--- config.mk ---
export PLATFORM = sky130hd
export DESIGN_NAME = note_rom_arbiter
export DESIGN_NICKNAME = d
export VERILOG_FILES = /design/src/rtl/note_rom_arbiter_pkg.sv /design/src/rtl/note_rom_arbiter_rr_picker.sv /design/src/rtl/note_rom_arbiter.sv
export SDC_FILE = /design/constraint.sdc
export NUM_CORES = 1
export LEC_CHECK = 0
export ABC_AREA = 1
export CAP_MARGIN = 20
export CORE_ASPECT_RATIO = 1.25
export CORE_MARGIN = 4
export CORE_UTILIZATION = 42
export CTS_CLUSTER_SIZE = 40
export DETAILED_ROUTE_END_ITERATION = 16
export PLACE_DENSITY = 0.79
export SLEW_MARGIN = 15
export SYNTH_ARGS = -nofsm -noshare
export SYNTH_HDL_FRONTEND = slang
export SYNTH_HIERARCHICAL = 1
export SYNTH_SLANG_ARGS = --single-unit
--- constraint.sdc ---
create_clock -name clk -period 2.58 [get_ports clk]
set_input_delay 0.516 -clock clk [delete_from_list [all_inputs] [get_ports clk]]
set_output_delay 0.516 -clock clk [all_outputs]
set_load 0.03 [all_outputs]
--- src/rtl/note_rom_arbiter_pkg.sv ---
// Purpose: shared types and sizing helpers for the note ROM arbiter family.
// Latency: n/a (declarations only).
// Backpressure: n/a (declarations only).
//
// Contents: FSM state encodings, ROM address-width helper, wait-counter width helper.
package note_rom_arbiter_pkg;

    // State encodings kept as named constants so other shared-resource
    // arbiters can reuse the same values in waveforms and assertions.
    localparam logic [1:0] ST_IDLE_ENC  = 2'd0;
    localparam logic [1:0] ST_ISSUE_ENC = 2'd1;
    localparam logic [1:0] ST_WAIT_ENC  = 2'd2;
    localparam logic [1:0] ST_RESP_ENC  = 2'd3;

    typedef enum logic [1:0] {
        IDLE  = ST_IDLE_ENC,
        ISSUE = ST_ISSUE_ENC,
        WAIT  = ST_WAIT_ENC,
        RESP  = ST_RESP_ENC
    } state_e;

    // Address width for a ROM of the given depth (never below one bit).
    function automatic int addr_width(input int depth);
        return (depth > 1) ? $clog2(depth) : 1;
    endfunction

    // Width of a counter that must hold values 0..lat.
    function automatic int wait_cnt_width(input int lat);
        return (lat > 0) ? $clog2(lat + 1) : 1;
    endfunction

endpackage

--- src/rtl/note_rom_arbiter_rr_picker.sv ---
// Purpose: round-robin winner selection, first set request bit after rr_ptr (wrapping).
// Latency: purely combinational, zero cycles.
// Backpressure: none; found=0 when no request is pending.
//
// Ports: req (request vector), rr_ptr (last served index),
//        winner (selected index), found (any request present).
module rr_picker #(
    parameter int NUM_REQ = 4,
    parameter int IW      = 2
) (
    input  logic [NUM_REQ-1:0] req,
    input  logic [IW-1:0]      rr_ptr,
    output logic [IW-1:0]      winner,
    output logic               found
);

    int idx;

    // Scan from the farthest position back to the nearest so the last hit
    // written is the one closest after rr_ptr, i.e. the highest priority.
    always_comb begin
        winner = '0;
        found  = 1'b0;
        idx    = 0;
        for (int k = NUM_REQ; k >= 1; k--) begin
            idx = (int'(rr_ptr) + k) % NUM_REQ;
            if (req[IW'(idx)]) begin
                winner = IW'(idx);
                found  = 1'b1;
            end
        end
    end

endmodule

--- src/rtl/note_rom_arbiter.sv ---
// Purpose: round-robin sharing of one synchronous note ROM among NUM_REQ voice sequencers.
// Latency: req seen in IDLE cycle c0 -> gnt/rom_en in c1 -> rsp_valid/rsp_data in c0+2+ROM_LATENCY.
// Backpressure: one access per ROM_LATENCY+3 cycles; requesters hold req until their rsp_valid.
//
// Ports: clk/rst (async active-high); req/req_addr from sequencers; gnt, rsp_valid,
//        rsp_data back to sequencers; rom_en/rom_addr/rom_data to the ROM; busy status.
module note_rom_arbiter
    import note_rom_arbiter_pkg::*;
#(
    parameter int NUM_REQ     = 4,
    parameter int ROM_WIDTH   = 16,
    parameter int ROM_SIZE    = 256,
    parameter int ROM_LATENCY = 1,
    localparam int AW         = addr_width(ROM_SIZE)
) (
    input  logic                  clk,
    input  logic                  rst,
    input  logic [NUM_REQ-1:0]    req,
    input  logic [NUM_REQ*AW-1:0] req_addr,
    output logic [NUM_REQ-1:0]    gnt,
    output logic [NUM_REQ-1:0]    rsp_valid,
    output logic [ROM_WIDTH-1:0]  rsp_data,
    output logic                  rom_en,
    output logic [AW-1:0]         rom_addr,
    input  logic [ROM_WIDTH-1:0]  rom_data,
    output logic                  busy
);

    localparam int IW  = (NUM_REQ > 1) ? $clog2(NUM_REQ) : 1;
    localparam int WCW = wait_cnt_width(ROM_LATENCY);

    // A zero-latency ROM cannot be captured by the WAIT state, so refuse it.
    if (ROM_LATENCY < 1) begin : g_bad_latency
        $error("note_rom_arbiter: ROM_LATENCY must be >= 1");
    end

    state_e               state_q,     state_d;
    logic [NUM_REQ-1:0]   gnt_q,       gnt_d;
    logic [NUM_REQ-1:0]   rsp_valid_q, rsp_valid_d;
    logic [ROM_WIDTH-1:0] rsp_data_q,  rsp_data_d;
    logic                 rom_en_q,    rom_en_d;
    logic [AW-1:0]        rom_addr_q,  rom_addr_d;
    logic                 busy_q,      busy_d;
    logic [IW-1:0]        owner_q,     owner_d;
    logic [IW-1:0]        rr_ptr_q,    rr_ptr_d;
    logic [WCW-1:0]       wait_cnt_q,  wait_cnt_d;

    logic [IW-1:0]        winner;
    logic                 found;

    rr_picker #(
        .NUM_REQ (NUM_REQ),
        .IW      (IW)
    ) u_picker (
        .req    (req),
        .rr_ptr (rr_ptr_q),
        .winner (winner),
        .found  (found)
    );

    always_comb begin
        state_d     = state_q;
        gnt_d       = '0;
        rsp_valid_d = '0;
        rom_en_d    = 1'b0;
        rsp_data_d  = rsp_data_q;
        rom_addr_d  = rom_addr_q;
        owner_d     = owner_q;
        rr_ptr_d    = rr_ptr_q;
        wait_cnt_d  = wait_cnt_q;

        case (state_q)
            IDLE: begin
                if (found) begin
                    // Address is sampled only here; later req_addr changes
                    // cannot disturb the read in flight.
                    owner_d        = winner;
                    rom_addr_d     = req_addr[int'(winner)*AW +: AW];
                    gnt_d[winner]  = 1'b1;
                    rom_en_d       = 1'b1;
                    state_d        = ISSUE;
                end
            end
            ISSUE: begin
                wait_cnt_d = WCW'(ROM_LATENCY - 1);
                state_d    = WAIT;
            end
            WAIT: begin
                if (wait_cnt_q == '0) begin
                    // rom_data is valid in this cycle, ROM_LATENCY cycles after rom_en.
                    rsp_data_d           = rom_data;
                    rsp_valid_d[owner_q] = 1'b1;
                    rr_ptr_d             = owner_q;
                    state_d              = RESP;
                end else begin
                    wait_cnt_d = wait_cnt_q - WCW'(1);
                end
            end
            RESP: begin
                // No arbitration here: the next grant waits for IDLE.
                state_d = IDLE;
            end
            default: begin
                state_d = IDLE;
            end
        endcase

        busy_d = (state_d != IDLE);
    end

    always_ff @(posedge clk or posedge rst) begin
        if (rst) begin
            state_q     <= IDLE;
            gnt_q       <= '0;
            rsp_valid_q <= '0;
            rsp_data_q  <= '0;
            rom_en_q    <= 1'b0;
            rom_addr_q  <= '0;
            busy_q      <= 1'b0;
            owner_q     <= '0;
            rr_ptr_q    <= IW'(NUM_REQ - 1);
            wait_cnt_q  <= '0;
        end else begin
            state_q     <= state_d;
            gnt_q       <= gnt_d;
            rsp_valid_q <= rsp_valid_d;
            rsp_data_q  <= rsp_data_d;
            rom_en_q    <= rom_en_d;
            rom_addr_q  <= rom_addr_d;
            busy_q      <= busy_d;
            owner_q     <= owner_d;
            rr_ptr_q    <= rr_ptr_d;
            wait_cnt_q  <= wait_cnt_d;
        end
    end

    assign gnt       = gnt_q;
    assign rsp_valid = rsp_valid_q;
    assign rsp_data  = rsp_data_q;
    assign rom_en    = rom_en_q;
    assign rom_addr  = rom_addr_q;
    assign busy      = busy_q;

endmodule

==> flow_summary.toml <==
[synth]
syn_nets = 338
yosys.area.top_type = "dfrtp_1"
async_flop_share_pct = 100
ys.flop_type = "dfrtp_1"
synthTopCellsByCount = "nand2_1, dfrtp_1, inv_1, nand2_2"
synth-seq-area-share_pct = 48.5
synth_edf_count = 0
syn_inst = 281
synth_area_leaders = "dfrtp_1, nand2_1, nand2_2"
synth_area_um2 = 2070
yosysWarnings = 6
synth-seq-cells = 40
synth_top_cell_area_share_pct = 46.0
yosysMostFrequentCell = "nand2_1"
avgSynthCellArea_um2 = 7.36
ys_types = 22

[worst_hold_path]
hp-start = "rsp_data[0]"
hold_class = "reg -> reg"
hold_end = "rsp_data[0]"
min_path_cells = 2

[layout]
drive_above_1_share_pct = 8.38
seq_area_um2 = 1000
fill_cells = 447
multi_input_area_um2 = 886
num_antenna_cells = 0
fin_util_pct = 63.7
nets = 426
synthToLayoutAreaGrowth_pct = 46.9
stdcell_area_um2 = 3040
instances_no_fill = 430

[floorplan]
io_pins = 88
die_area_um2 = 6110
rows = 28
core_area_um2 = 4760
die_w_um = 70.7
die_h_um = 86.4
start_util_pct = 43.4

[global_route]
grt.overflow.total = 0
grt_util_all_layers_pct = 16.9
grt_pass1_wl_mm = 8.31
grt_pass1_vias = 1859
grt_max_degree = 41
antenna_found_initial = 0

[timing]
setup_tns_ps = 0
hold_violations = 0
period_share_pct = 82.3
clock.fmax_ghz = 0.471
max_slew_margin_pct = 67.7
tightest_slew_ps = 484
rsz0062_at_grt = "no"
final-setup-viol-count = 0
drv_slew = 0
fin_skew_ps = 4.66
min_period_ps = 2120

[setup_path]
crit_slowest_cell = "clkdlybuf4s50_1"
reg2reg_from = "rr_ptr_q[0]"
timing.rr.end = "rom_addr[3]"
cp.arrival_ps = 2340
critical-path-top-delay-family = "simple AND/OR/NAND/NOR gates"
endpoint_kind = "flop"
r2r_slack_ps = 480
rr_worst_depth = 15
path_class = "in -> reg"
crit_start = "req[1]"
timing.critical_path.buf_inv = 3
worstPathMaxFanout = 15
crit_chain = "clkdlybuf4s50_1, inv_1, o21ai_2, nand2_1, nand2_1, nand2_1, nand2_1, nand2_1, nand2_1, buf_4, nand2_1, nand2_1, nand2_1, nand2_1, nand2_1, nand2_1"
startpoint_type = "input port"
required_ps = 2800
cpPeakStageDelay_ps = 450
cp_common_cell = "nand2_1"

[power]
p_total_uw = 4110
vdd_ir_drop_max_mv = 0.815
p_leak_uw = 0.00159
power_per_cell_area_nw_per_um2 = 1350

[clock_network]
clk_path_buf_depth = 2
htreeDepth = 2
cts_sinks = 40
tritoncts = "built"
cts_buffers = 5
postCtsSetupRepairBufs = 0
cts.root.buffer_cell = "clkbuf_8"
path_clk_slew_ps = 70
cts.hold.buffers_added = 0
insertion_delay_ps = 280
cts_resized = 0

[placement]
io_buffers = 87
place_area_um2 = 2960
gp_congestion = 0.801
dp_cells = 422
dpl.hpwl_mm = 3.70

[drt]
drc = 0
via_per_inst = 4.49
drt_iter0_drc = 93
antenna_left = 0
wl_per_cell_um = 11.2
vias = 1929
wl_mm = 4.82
firstDrtPassIters = 4

[flow_run]
drv_cap = 0

[run_status]
status = "completed"
==> cell families after synthesis <==
kind of cell             count (synthesis)  synth area share, %
AO/OA/AOI/OAI                            7                 1.88
flip-flops                              40                 48.5
adder cells (fa/ha/maj)                  3                 1.82
buffers and inverters                   29                 8.60
AND/OR/NAND/NOR                        202                 39.2
==> per-stage QoR <==
step | hold slack (ps) | setup WS, ps
floorplan | 444 | 764
finish | 471 | 455
detailed placement | 460 | 146
global route | 483 | 243
global placement | 455 | 215
CTS | 477 | 452
==> worst max path at each step <==
stage / endpoint / cells past startpoint
floorplan: rom_addr[0] / 17
global placement: rom_addr[3] / 15
finish: rom_addr[3] / 16
CTS: rom_addr[3] / 15
global route: rom_addr[1] / 15
detailed placement: rom_addr[3] / 16
==> metal layers <==
| metal | up-vias | part of all wire, % | wire length, um | GRT usage, % |
|---|---|---|---|---|
| met5 | - | 0 | 0 | 0 |
| met4 | 0 | 0.39 | 19 | 3.59 |
| met3 | 2 | 8.6 | 415 | 6.50 |
| met2 | 68 | 48 | 2320 | 30.7 |
| met1 | 842 | 43 | 2070 | 18.8 |
| li1 | 1017 | - | - | - |
==> flip-flops by register name, summed over array words and instances, names as in the netlist <==
| register | cells |
|---|---|
| rom_en | 1 |
| state_q | 2 |
| rsp_valid | 4 |
| rsp_data | 16 |
| owner_q | 2 |
| busy | 1 |
| rom_addr | 8 |
| rr_ptr_q | 2 |
| gnt | 4 |
==> area by class of cell <==
cell class	instances	share of cell area (%)
Clock inverter	1	0.165
Clock buffer	7	2.51
Tap cell	60	2.47
Timing Repair Buffer	92	29.9
Multi-Input combinational cell	212	29.2
Sequential cell	40	33.0
Inverter	18	2.72
==> worst reg2reg max path, cell delays in order, from the launching register on <==
cell	delay, ps
dfstp_2	680
nand2_1	100
o21ai_2	90
nand2_1	90
nand2_1	70
nand2_1	60
nand2_1	50
nand2_1	40
nand2_1	230
buf_4	260
nand2_1	70
nand2_1	70
nand2_1	50
nand2_1	70
nand2_1	50
nand2_1	50
==> cell usage in the layout, fill, tap and decap left out, types with 4 or more instances in the layout <==
cell             synthesis  final
nand2_1                173    173
clkdlybuf4s50_1          0     87
dfrtp_1                 38     38
inv_1                   14     14
nand2_2                 11     11
nand3_1                  5      5
nor2_1                   5      5
clkbuf_8                 0      5
buf_4                    3      5
nor3_1                   4      4
==> report_power, final <==
| part | internal [uW] | total [uW] | leakage, uW | switching (uW) |
|---|---|---|---|---|
| clock | 190 | 383 | 0.0000422 | 194 |
| sequential | 923 | 1080 | 0.000501 | 162 |
| combinational | 980 | 2640 | 0.00104 | 1660 |
| total | 2090 | 4110 | 0.00159 | 2010 |
Note: power is estimated with default switching activity, not from simulation.
